==> src/rtl/if_stage_pipe.sv <==
// if_stage_pipe: instruction fetch stage with the IF/ID pipeline register.
// Owns the PC, presents it to instruction memory, and latches PC and
// instruction into IF/ID. Stall freezes the stage and asks ID/EX for a bubble.
// Flush redirects fetch and squashes IF/ID to a NOP. Stall/flush counters and
// a stuck-stall watchdog are kept alongside.
//
// Handshake: there is no valid/ready pair here. stall is a hold request that
// wins over advance. flush is a redirect that wins over stall. rst wins over
// both and discards them for that edge.
module if_stage_pipe #(
    parameter int          XLEN      = 32,
    parameter logic [31:0] RESET_PC  = 32'h0000_0000,
    parameter logic [31:0] NOP_INST  = 32'h0000_0013,
    parameter int          CNT_W     = 16,
    parameter int          STALL_MAX = 1
) (
    input  logic             clk,
    input  logic             rst,
    input  logic             stall,
    input  logic             flush,
    input  logic [XLEN-1:0]  branch_target,
    output logic [XLEN-1:0]  imem_addr,
    input  logic [31:0]      imem_rdata,
    output logic [XLEN-1:0]  if_id_pc,
    output logic [XLEN-1:0]  if_id_pc_plus4,
    output logic [31:0]      if_id_inst,
    output logic             if_id_valid,
    output logic             id_ex_bubble,
    output logic [CNT_W-1:0] stall_count,
    output logic [CNT_W-1:0] flush_count,
    output logic             stall_err
);

    // consec must be able to hold STALL_MAX+1, where it saturates.
    localparam int                   CONSEC_W   = $clog2(STALL_MAX + 2);
    localparam logic [CONSEC_W-1:0]  CONSEC_SAT = CONSEC_W'(STALL_MAX + 1);
    localparam logic [CONSEC_W-1:0]  CONSEC_LIM = CONSEC_W'(STALL_MAX);

    logic [XLEN-1:0]     pc;
    logic [XLEN-1:0]     pc_plus4;
    logic [XLEN-1:0]     redirect_pc;
    logic [CONSEC_W-1:0] consec;
    logic                do_stall;

    // Fetch address and the bubble request are the only combinational outputs.
    always_comb begin
        imem_addr    = pc;
        pc_plus4     = pc + XLEN'(4);
        redirect_pc  = {branch_target[XLEN-1:2], 2'b00};
        do_stall     = stall & ~flush;
        id_ex_bubble = stall & ~flush;
    end

    // PC and IF/ID register: reset > flush > stall > advance.
    always_ff @(posedge clk) begin
        if (rst) begin
            pc             <= XLEN'(RESET_PC);
            if_id_pc       <= '0;
            if_id_pc_plus4 <= '0;
            if_id_inst     <= NOP_INST;
            if_id_valid    <= 1'b0;
        end else if (flush) begin
            pc          <= redirect_pc;
            if_id_inst  <= NOP_INST;
            if_id_valid <= 1'b0;
        end else if (!stall) begin
            pc             <= pc_plus4;
            if_id_pc       <= pc;
            if_id_pc_plus4 <= pc_plus4;
            if_id_inst     <= imem_rdata;
            if_id_valid    <= 1'b1;
        end
    end

    // Saturating performance counters; a flush cycle never counts as a stall.
    always_ff @(posedge clk) begin
        if (rst) begin
            stall_count <= '0;
            flush_count <= '0;
        end else begin
            if (do_stall && (stall_count != '1))
                stall_count <= stall_count + CNT_W'(1);
            if (flush && (flush_count != '1))
                flush_count <= flush_count + CNT_W'(1);
        end
    end

    // Stuck-stall watchdog: count consecutive stalls, flag sticky error
    // once the run length goes past STALL_MAX.
    always_ff @(posedge clk) begin
        if (rst) begin
            consec    <= '0;
            stall_err <= 1'b0;
        end else if (do_stall) begin
            if (consec != CONSEC_SAT)
                consec <= consec + CONSEC_W'(1);
            if (consec >= CONSEC_LIM)
                stall_err <= 1'b1;
        end else begin
            consec <= '0;
        end
    end

endmodule

==> config.mk <==
export PLATFORM = sky130hd
export DESIGN_NAME = if_stage_pipe
export DESIGN_NICKNAME = d
export VERILOG_FILES = /design/src/rtl/if_stage_pipe.sv
export SDC_FILE = /design/constraint.sdc
export NUM_CORES = 1
export LEC_CHECK = 0
export ABC_AREA = 1
export ABC_CLOCK_PERIOD_IN_PS = 2550
export BUFFER_PORTS_ARGS = -buffer_cell sky130_fd_sc_hd__buf_2
export CORE_MARGIN = 2
export CORE_UTILIZATION = 55
export DETAILED_ROUTE_END_ITERATION = 8
export PLACE_DENSITY = 0.95
export SLEW_MARGIN = 25
export SYNTH_ARGS = -nofsm -noshare
export SYNTH_HDL_FRONTEND = slang
export SYNTH_SLANG_ARGS = --single-unit
==> constraint.sdc <==
create_clock -name clk -period 2.55 [get_ports clk]
set_clock_uncertainty 0.1 [all_clocks]
set_input_delay 0.255 -clock clk [delete_from_list [all_inputs] [get_ports clk]]
set_output_delay 0.255 -clock clk [all_outputs]
set_load 0.02 [all_outputs]
-- Word-level counts from Yosys, hierarchy flattened
Index checks and enable logic that the tools add are counted.
- output and inout port bits: 163
- bits of input ports: 68
- logic and storage cells: 31
- bits in registers: 164
- bitwise logic cells: 4
- add/sub/neg operators: 4
- muxes and demuxes: 2
- reductions and logical operators: 6
- eq/ne operators: 4
- magnitude comparators: 1
- operators with widths (cell ; count):
    32-bit 2-to-1 mux ; 2
    16-bit by 1-bit adder with 16-bit output, second input constant ; 2
    32-bit by 3-bit adder with 32-bit output, second input constant ; 1
    16-bit != test, second input constant ; 2
    2-bit AND reduction ; 2
    2-bit OR reduction ; 2
    1-bit inverter ; 3
    2-bit by 1-bit adder with 2-bit output, second input constant ; 1
    2-bit by 1-bit >= comparator with 1-bit output, second input constant ; 1
    1-bit logical AND ; 2
    2-bit by 1-bit != test with 1-bit output, second input constant ; 1
    2-bit != test, second input constant ; 1
    1-bit bitwise AND ; 1

-- Logic depth before layout (Yosys ltp)
- depth after elaboration: 4
- gate-level depth with buffers: 11
- gate-level depth less buffers: 10

-- Worst setup path after synthesis
No wires, ideal clock.
- path kind: flip-flop to flip-flop
- start point: register flush_count[1]
- end point: register flush_count[6]
- required time: 2.308 ns
- stages on the path, launching flop included: 12
- setup time: 0.142 ns
- clock period less this slack: 1.732 ns
- setup slack: 0.818 ns
- arrival: 1.490 ns
- buffers on the path: 1
- path through: dfxtp_1 ha_1 nand3_2 inv_2 nand2_2 inv_2 nand3_2 nand2_4 inv_4 buf_6 nand2_1 a21oi_2
- cells in the longest elaborated chain, start to end: 2
- elaborated cells on any way between the ends: 3
- classes of those cells: add/sub: 1; eq/ne: 1; reduce/logical: 1
- RTL lines (item ; RTL line ; text):
    from (decl) ; 30 ; output logic [CNT_W-1:0] flush_count,
    from (signal assigned) ; 84 ; flush_count <= flush_count + CNT_W'(1);
    branches (longest 2 deep; another with 16-bit by 1-bit adder with 16-bit output) ; - ;
Several ways; the timed one is not identified.
A chain may end at the register's enable or synchronous reset.

-- Worst setup path after layout
- start point: register stall_count[0]
- end point: register stall_count[13]
- cells in the longest elaborated chain, start to end: 2
- elaborated cells on any way between the ends: 3
- classes of those cells: add/sub: 1; eq/ne: 1; reduce/logical: 1
- RTL lines (item ; RTL line ; text):
    from (decl) ; 29 ; output logic [CNT_W-1:0] stall_count,
    from (signal assigned) ; 82 ; stall_count <= stall_count + CNT_W'(1);
    branches (longest 2 deep; another with 16-bit by 1-bit adder with 16-bit output) ; - ;
Several ways; the timed one is not identified.

==> impl_metrics.toml <==
[logic_synthesis]
synth_top_area_share_pct = 43.87
ys_seq_area_share_pct = 43.87
yosysTopAreaCell = "dfxtp_1"
yosys_warnings = 0
netlist_instances = 1030
ys_ff_latch = 158
postSynthAreaPerCell_sq_um = 7.001
synth.cell_area_sq_mm = 0.007211
synth_area_leaders = "dfxtp_1 (44%), nand2_1 (16%), a21oi_1 (8.7%)"
yosysUniqueCellTypes = 37

[min_path]
min-delay-path-class = "in2reg"
min_from = "branch_target[9]"
min_delay_worst_endpoint = "imem_addr[9]"
hold_path_depth = 3

[setup_path]
cp.required_ns = 2.74
cp_max_fo = 13
reg2regPathDepth = 8
reg2reg_from = "stall_count[0]"
crit_type = "reg2reg"
endpoint_kind = "flop"
crit_arrival_ns = 2.18
cp_common_cell = "inv_1"
crit_buf_inv = 2
slowest_stage = "dfxtp_1"
slowest_delay_ns = 0.42
critical-path-top-delay-family = "simple AND/OR/NAND/NOR gates"
critical_path.cell_chain = "ha_1 -> inv_1 -> nor2_2 -> nand4_1 -> nand2_2 -> inv_1 -> nand2_1 -> a21oi_1"
r2r_slack_ns = 0.56
worstSetupStartpointType = "flop"
regToRegEndpoint = "stall_count[13]"

[pwr]
vdd_ir_drop_max_v = 0.0005104
power.density_mw_per_mm2 = 624.9
leakage_uw = 0.004138

[final_layout]
multi_input_area_sq_mm = 0.003436
n_fill_cell = 987
syn2layout_area_growth_pct = 28.70
regArea_sq_mm = 0.003163
drive_above_1_share_pct = 23.53
final_nets = 1339

[global_routing]
antenna_found_initial = 1
grt_use_total_pct = 30.84
grtUsageMet2_pct = 51.16
grt_use_met1_pct = 36.65
grt_most_used_layer = "met2"
grt_max_degree = 83
grt_pass1_vias = 7437
overflow = 0
met3_usage_pct = 8.398
grt_pass1_wl_microns = 35180

[floorplanning]
ios = 231
rows = 41
die_area_sq_mm = 0.01404
die_h_microns = 118.5
start_util_pct = 56.68
core-area_sq_mm = 0.01272
die_w_microns = 118.5

[detailed_routing]
drc_errors = 0
first_pass_iters = 6
routedWlPerCell_microns = 15.23
first_iter_violations = 789
ant_nets = 0
via_count = 7939
wirelength_microns = 22110
drt-vias-per-instance = 5.468

[timing]
worst_slew_pin_slew_ns = 1.013
min_period_ns = 1.985
setup-violations-final = 0
max-slew-margin-rel_pct = 32.42
hold_viol = 0
whs_ns = 0.01633
setup_tns_ns = 0
fmax_ghz = 0.5037
rsz0062_at_grt = "false"
fin_crit_sh_pct = 77.85
slew_viol_final = 0

[cts]
cts-resized-gates = 0
cts_setup_buffers = 0
ctsLongestPathBuffers = 2
clkSlewWorstSetupHoldPaths_ns = 0.06
cts_tree = "done"
clock_sinks = 158
clk-insertion-delay-late_ns = 0.43
cts_root_buffer = "clkbuf_16"
hold_buffers = 33
htree_levels = 4
cts_buffers = 17

[outcome]
status = "complete, no violations"

[place]
dp_hpwl_microns = 14640
place_congestion = 0.9415
io_buffers = 222

[run]
drv_cap = 0
## cell usage after synthesis, drive strengths merged
| library cell | count |
|---|---|
| buf | 29 |
| clkbuf | 23 |
| xor2 | 16 |
| nor3 | 12 |
| conb | 1 |
| o211ai | 2 |
| inv | 96 |
| nand3 | 51 |
| nor2 | 92 |
| nand3b | 1 |
| and2 | 2 |
| a31oi | 9 |
| o21ai | 70 |
| a21oi | 135 |
| ha | 5 |
| xnor2 | 6 |
| dfxtp | 158 |
| o21bai | 1 |
| o31ai | 1 |
| nand2 | 309 |
| nor3b | 1 |
| nand4 | 9 |
| mux2i | 1 |
## report_power, final
group / internal, uW / total, uW / switching [uW] / leakage, uW
registers: 2560 / 2650 / 82.6 / 0.00129
clock network: 1500 / 2510 / 1010 / 0.000284
logic: 221 / 642 / 421 / 0.00256
total: 4280 / 5800 / 1520 / 0.00414
## worst min-delay path: cells and delay by family
family / cells / cell delay (ns)
AOI/OAI and AO/OA: 1 / 0.07
and+or+nand+nor: 1 / 0.06
buffers and inverters: 1 / 0.10
## metal layers
layer	routed length, microns	vias to the layer above
li1	-	3769
met1	8506	3648
met2	10760	430
met3	1902	90
met4	926	2
met5	13	-
## worst max path at each step
stage	from	endpoint	slack (ns)	cells past startpoint
floorplan	flush_count[1]	flush_count[6]	0.82	11
global placement	flush	stall_err	0.57	4
detailed placement	flush	if_id_inst[16]	0.58	4
CTS	stall_count[0]	stall_count[9]	0.57	9
global route	stall_count[0]	stall_count[9]	0.36	9
finish	stall_count[0]	stall_count[13]	0.56	8
## through the flow
step	instances	setup WS (ns)	util, %	cell area [sq um]	total power (uW)
2_1_floorplan	1035	0.8183	-	7229	3072
3_3_place_gp	1386	0.5687	65.68	8356	3268
3_5_place_dp	1386	0.5760	65.68	8356	3284
4_1_cts	1451	0.5667	72.92	9278	5805
5_1_grt	1451	0.3618	72.92	9278	6000
6_report	1452	0.5648	72.94	9280	5799
## cells by family (layout without fill, tap and decap cells)
logic type | after synthesis | in the layout | synth area share, %
simple gates | 477 | 477 | 27.66
compound gates | 218 | 218 | 15.89
flops | 158 | 158 | 43.87
buf+inv | 148 | 392 | 8.849
xor+xnor | 22 | 22 | 2.672
fa+ha+maj | 5 | 5 | 0.8676
other cells | 1 | 7 | 0.05201
mux | 1 | 1 | 0.1388
## sequential cells by signal, indices dropped and copies added (netlist names)
register / flops
stall_err: 1
imem_addr: 30
if_id_pc_plus4: 30
if_id_valid: 1
if_id_pc: 30
if_id_inst: 32
consec: 2
stall_count: 16
flush_count: 16
## final cells by class
type	instances	share of cell area, %
diodes	1	0.02697
multi-input cells	729	37.02
well taps	172	2.319
inverters	96	3.910
repair buffers	264	16.26
clock inverters	8	0.8629
clock buffers	24	5.514
flip-flops and latches	158	34.08
## placed cells by master (no fill, tap or decap), drive strengths merged, types with 4 or more instances in the layout
cell type and instances:
dlygate4sd3 33, nor2 92, clkinv 4, conb 6
nor3 12, ha 5, nand3 51, inv 96
o21ai 70, a21oi 135, dfxtp 158, nand4 9
clkbuf 24, a31oi 9, xor2 16, xnor2 6
nand2 309, buf 231
Power figures use the tool's default switching activity.
